`config.mk`:
```
export PLATFORM = sky130hd
export DESIGN_NAME = mips_cpu_hilo_unit
export DESIGN_NICKNAME = d
export VERILOG_FILES = /design/src/rtl/mips_cpu_hilo_unit.sv
export SDC_FILE = /design/constraint.sdc
export NUM_CORES = 1
export LEC_CHECK = 0
export BUFFER_PORTS_ARGS = -buffer_cell sky130_fd_sc_hd__buf_2
export CAP_MARGIN = 20
export CORE_MARGIN = 4
export CORE_UTILIZATION = 30
export CTS_CLUSTER_DIAMETER = 40
export DETAILED_ROUTE_END_ITERATION = 16
export RECOVER_POWER = 50
export SLEW_MARGIN = 40
export SYNTH_ARGS = -nofsm -noshare
export SYNTH_HDL_FRONTEND = slang
export SYNTH_SLANG_ARGS = --single-unit
export TNS_END_PERCENT = 50
```
`constraint.sdc`:
```
create_clock -name clk -period 6 [get_ports clk]
set_input_delay 1.2 -clock clk [delete_from_list [all_inputs] [get_ports clk]]
set_output_delay 1.2 -clock clk [all_outputs]
set_load 0.01 [all_outputs]
```
`src/rtl/mips_cpu_hilo_unit.sv`:
```
// rtl/mips_cpu_hilo_unit.sv - iterative multiply/divide unit owning the HI/LO registers
// Optional feature macro: MIPS_CPU_HILO_EARLY_EXIT_EN (multiply leaves CALC once the
// remaining multiplier magnitude is zero).
module mips_cpu_hilo_unit (
  input  logic        clk,
  input  logic        rst_n,
  input  logic        start,
  input  logic [2:0]  op,
  input  logic [31:0] a,
  input  logic [31:0] b,
  input  logic        hilo_read,
  output logic        busy,
  output logic        done,
  output logic        stall,
  output logic [31:0] hi,
  output logic [31:0] lo
);

  typedef enum logic [1:0] {
    IDLE = 2'd0,
    CALC = 2'd1,
    FIX  = 2'd2
  } state_t;

  localparam logic [2:0] OP_MTHI = 3'd4;
  localparam logic [2:0] OP_MTLO = 3'd5;

  state_t      state;
  state_t      state_nxt;

  // Multiply: acc is the partial product, mcand the left-shifting multiplicand,
  // opb the right-shifting multiplier.
  // Divide: acc[63:32] is the partial remainder, acc[31:0] the quotient being
  // built, mcand[31:0] the dividend shifting out MSB first, opb the divisor.
  logic [63:0] acc;
  logic [63:0] mcand;
  logic [31:0] opb;
  logic [31:0] a_raw;
  logic [5:0]  cnt;
  logic        is_div;
  logic        neg_res;
  logic        neg_rem;
  logic        div_zero;

  logic        accept;
  logic        op_signed;
  logic        op_div;
  logic [31:0] a_mag;
  logic [31:0] b_mag;
  logic        calc_last;

  logic [63:0] mult_acc_nxt;
  logic [32:0] div_shifted;
  logic        div_ok;
  logic [31:0] div_trial;
  logic [31:0] rem_nxt;
  logic [31:0] quo_nxt;

  logic [63:0] prod_fix;
  logic [31:0] quo_fix;
  logic [31:0] rem_fix;
  logic [31:0] hi_fix;
  logic [31:0] lo_fix;

  // Issue decode: only ops 0-3 start an iterative operation, and only from IDLE
  always_comb begin
    accept    = (state == IDLE) && start && (op[2] == 1'b0);
    op_signed = ~op[0];
    op_div    = op[1];
    a_mag     = (op_signed && a[31]) ? (32'd0 - a) : a;
    b_mag     = (op_signed && b[31]) ? (32'd0 - b) : b;
  end

  // One iteration of shift-add multiply and restoring divide
  always_comb begin
    mult_acc_nxt = opb[0] ? (acc + mcand) : acc;
    div_shifted  = {acc[63:32], mcand[31]};
    div_ok       = (div_shifted >= {1'b0, opb});
    div_trial    = div_shifted[31:0] - opb;
    rem_nxt      = div_ok ? div_trial : div_shifted[31:0];
    quo_nxt      = {acc[30:0], div_ok};
  end

  // Decide whether this CALC cycle is the last one
  always_comb begin
`ifdef MIPS_CPU_HILO_EARLY_EXIT_EN
    calc_last = (cnt == 6'd31) || (!is_div && (opb[31:1] == 31'd0));
`else
    calc_last = (cnt == 6'd31);
`endif
  end

  // Sign correction and divide-by-zero override applied in FIX
  always_comb begin
    prod_fix = neg_res ? (64'd0 - acc) : acc;
    quo_fix  = neg_res ? (32'd0 - acc[31:0]) : acc[31:0];
    rem_fix  = neg_rem ? (32'd0 - acc[63:32]) : acc[63:32];
    if (!is_div) begin
      hi_fix = prod_fix[63:32];
      lo_fix = prod_fix[31:0];
    end else if (div_zero) begin
      hi_fix = a_raw;
      lo_fix = 32'hFFFF_FFFF;
    end else begin
      hi_fix = rem_fix;
      lo_fix = quo_fix;
    end
  end

  // FSM state register
  always_ff @(posedge clk or negedge rst_n) begin
    if (!rst_n) begin
      state <= IDLE;
    end else begin
      state <= state_nxt;
    end
  end

  // FSM next-state logic
  always_comb begin
    state_nxt = state;
    case (state)
      IDLE:    if (accept) state_nxt = CALC;
      CALC:    if (calc_last) state_nxt = FIX;
      FIX:     state_nxt = IDLE;
      default: state_nxt = IDLE;
    endcase
  end

  // FSM outputs: busy covers CALC and FIX; stall is purely combinational
  always_comb begin
    busy  = (state != IDLE);
    stall = busy && (start || hilo_read);
  end

  // Datapath: operand latch, iteration, result write-back and done pulse
  always_ff @(posedge clk or negedge rst_n) begin
    if (!rst_n) begin
      acc      <= 64'd0;
      mcand    <= 64'd0;
      opb      <= 32'd0;
      a_raw    <= 32'd0;
      cnt      <= 6'd0;
      is_div   <= 1'b0;
      neg_res  <= 1'b0;
      neg_rem  <= 1'b0;
      div_zero <= 1'b0;
      hi       <= 32'd0;
      lo       <= 32'd0;
      done     <= 1'b0;
    end else begin
      done <= 1'b0;
      case (state)
        IDLE: begin
          if (accept) begin
            acc      <= 64'd0;
            mcand    <= {32'd0, a_mag};
            opb      <= b_mag;
            a_raw    <= a;
            cnt      <= 6'd0;
            is_div   <= op_div;
            neg_res  <= op_signed && (a[31] ^ b[31]);
            neg_rem  <= op_signed && op_div && a[31];
            div_zero <= op_div && (b == 32'd0);
          end else if (start && (op == OP_MTHI)) begin
            hi <= a;
          end else if (start && (op == OP_MTLO)) begin
            lo <= a;
          end
        end
        CALC: begin
          cnt   <= cnt + 6'd1;
          mcand <= {mcand[62:0], 1'b0};
          if (is_div) begin
            acc <= {rem_nxt, quo_nxt};
          end else begin
            acc <= mult_acc_nxt;
            opb <= {1'b0, opb[31:1]};
          end
        end
        FIX: begin
          hi   <= hi_fix;
          lo   <= lo_fix;
          done <= 1'b1;
        end
        default: ;
      endcase
    end
  end

endmodule

```
==> impl_metrics.ini <==
[drt]
wl_per_cell_um = 20.4
via_count = 20400
drt_wl_total_um = 74500
antenna_left = 0
route.detailed.drc = 0
detail_route.first_pass.iterations = 5
viasPerCell = 5.58
drt_iter0_markers = 1916

[setup_path]
ff2ff_path_depth = 5
rr_endpoint = opb[2]
path_cells = nand2b_1 > clkbuf_1 > nand3_1 > o211ai_1 > o21ai_0
start_kind = register
cp-end-kind = register
cp_slowest_cell = nand2b_1
max_stage_delay_ps = 1720
r2r_slack_ps = 1370
crit_required_ps = 6440
path_class = register to register
cp_max_fo = 48
arrival_ps = 5070
r2r_start = state[1]

[min_path]
worstHoldEndpoint = lo[11]
whs_path_depth = 2
hp-start = lo[11]
hold_class = register to register

[floorplan]
core-area_um2 = 68600
die_height_um = 271
dieArea_um2 = 73500
start_util_pct = 30.3
rows = 96
fp.dieW_um = 271
io_pins = 138

[job]
maxCapViolations = 3

[synth]
ys_top_cells_by_area = dfrtp_1, o21ai_0, nand2_1
syn_inst = 2638
ys_seq_elements = 269
synth-main-ff-cell = dfrtp_1
avgSynthCellArea_um2 = 7.87
ys_async_sr_fraction_pct = 100
ys_seq_area_share_pct = 32.4
synth_top_area_share_pct = 32.4
synth_area_leader_cell = dfrtp_1
synth_warnings = 0
synthesis.area_um2 = 20800
synth_edf_count = 0
synthesis.nets = 2811
ys_types = 76

[timing]
finalCritPeriodShare_pct = 77.2
worst_slack_ps = 1370
finalCriticalPeriod_ps = 4630
hold_violations = 0
finalClockSkew_ps = 45.9
slew_violations = 147
whs_ps = 473
rsz0062_at_grt = no
fmax_mhz = 216
tightest_slew_ps = 3290
relSlewSlack_pct = -119
setup-tns-final_ps = 0
finalSetupViolations = 0

[cts]
worstSkewPairLatency_ps = 590
cts_tree = built
root_buffer = clkbuf_16
clock_path_buffers = 3
cts_buffers = 44
ctsResizeCount = 0
cts_setup_buffers = 0
hold_buffers = 0
clk_pin_slew_ps = 60
cts.htree.levels = 2
cts_sinks = 269

[placed_design]
numPortBuffers = 137
dpl_worst_slack_ps = 1670
dp_hpwl_um = 55600
gp_congestion = 0.950

[power]
power_density_nw_per_um2 = 601
peakVddDrop_mv = 0.291
leakage_nw = 10.3
finalPower_mw = 14.4

[grt]
grt_overflow = 0
grt_pass1_wl_um = 116000
grt_pass1_vias = 19200
antenna_found_initial = 0
grt_max_degree = 121
track_usage_pct = 19.6

[outcome]
violations = capacitance limit, slew limit
run_status = complete, but fails checks

[finish]
final_core_util_pct = 34.8
drive_gt1_share_pct = 10.4
seqCellArea_um2 = 6730
fin_nets = 2863
area_growth_pct = 15.1
n_fill_cell = 7236
multi_input_area_um2 = 13200
diodes = 0
-- stage by stage --
step                      instance area, um^2  instances
after global placement                  22300       3573
after global routing                    23900       3655
after floorplan                         20800       2638
after CTS                               23900       3654
final                                   23900       3655
after detailed placement                22300       3574
-- power breakdown --
group / leakage [nW] / switching (mW) / internal, mW
sequential: 3.35 / 1.02 / 2.56
combinational: 6.24 / 4.86 / 3.22
clock: 0.762 / 0.996 / 1.72
-- how the worst max path moves through the flow --
stage | startpoint | end | slack [ps] | cells past startpoint
5_1_grt | state[1] | opb[1] | 1010 | 5
6_report | state[1] | opb[2] | 1370 | 5
3_3_place_gp | b[8] | opb[30] | 1720 | 11
3_5_place_dp | b[8] | opb[30] | 1670 | 11
2_1_floorplan | b[8] | opb[30] | 2270 | 10
4_1_cts | acc[50] | acc[48] | 1950 | 11
-- final cells by class --
| type | count | share of cell area (%) |
|---|---|---|
| tap | 931 | 4.87 |
| multi-input combinational | 2133 | 55.2 |
| sequential | 269 | 28.2 |
| inverter | 71 | 1.12 |
| clock inverter | 32 | 1.70 |
| clock buffer | 48 | 4.84 |
| timing repair buffer | 171 | 4.06 |
-- cell families (layout without fill, tap and decap cells) --
family	Yosys count	in the layout	share of synthesized area (%)
AOI/OAI and AO/OA	945	945	28.2
and+or+nand+nor	850	850	18.6
DFF	269	269	32.4
buffers and inverters	236	322	4.28
xor gates and xnor gates	178	178	7.51
adders and majority gates	102	102	6.22
muxes	58	58	2.83
-- sequential cells by signal (all words and copies together) (netlist names) --
name	count
acc	64
neg_res	1
neg_rem	1
a_raw	32
lo	32
div_zero	1
mcand	64
is_div	1
state	2
hi	32
done	1
cnt	6
opb	32
-- synthesized netlist by cell type (6+ instances only) --
cell / instances
a211oi_1: 34
a21boi_0: 6
a21o_1: 58
a21oi_1: 205
a221oi_1: 9
a22o_1: 12
a22oi_1: 39
a31oi_1: 20
and2_1: 11
and3_1: 23
buf_1: 18
clkbuf_1: 144
dfrtp_1: 269
ha_1: 100
inv_1: 69
mux2_2: 6
mux2i_1: 52
nand2_1: 396
nand2b_1: 18
nand3_1: 41
nand4_1: 18
nor2_1: 178
nor2b_1: 11
nor3_1: 52
nor3b_1: 6
nor4_1: 15
o211ai_1: 48
o21a_1: 15
o21ai_0: 324
o21bai_1: 24
o221ai_1: 15
o22ai_1: 41
o31ai_1: 34
o41ai_1: 10
or2_2: 7
or3_1: 32
or4_1: 21
xnor2_1: 121
xor2_1: 57
-- critical path, delay by kind of cell (launching register included) --
| family | cells | cell delay [ps] |
|---|---|---|
| DFF | 1 | 510 |
| buffers and inverters | 1 | 1470 |
| AOI/OAI and AO/OA | 2 | 360 |
| and+or+nand+nor | 2 | 2130 |
-- metal layers --
layer | vias up | part of all wire, % | GRT usage, %
met1 | 9746 | 45 | 27.5
met5 | - | 0 | 0
met3 | 133 | 7.0 | 2.88
li1 | 9711 | - | -
met2 | 804 | 44 | 30.5
met4 | 0 | 4.0 | 7.49
-- layout by cell type, fill, tap and decap left out, types with 11 or more instances in the layout --
| cell type | count |
|---|---|
| buf_2 | 135 |
| and3_1 | 23 |
| a22o_1 | 12 |
| nand3_1 | 41 |
| nor3_1 | 52 |
| a21oi_1 | 204 |
| dfrtp_1 | 268 |
| mux2i_1 | 52 |
| o221ai_1 | 15 |
| nor4_1 | 15 |
| buf_4 | 27 |
| nand2b_1 | 18 |
| o31ai_1 | 34 |
| xor2_1 | 57 |
| o21ai_0 | 322 |
| nand4_1 | 18 |
| or3_1 | 32 |
| nand2_1 | 395 |
| a31oi_1 | 19 |
| ha_1 | 100 |
| o21a_1 | 15 |
| inv_1 | 68 |
| or4_1 | 20 |
| clkbuf_16 | 46 |
| nor2_1 | 175 |
| xnor2_1 | 121 |
| and2_1 | 11 |
| o211ai_1 | 48 |
| o22ai_1 | 41 |
| a22oi_1 | 39 |
| a211oi_1 | 34 |
| o21bai_1 | 24 |
| a21o_1 | 58 |
No activity file was read; power rests on OpenSTA's default activity.
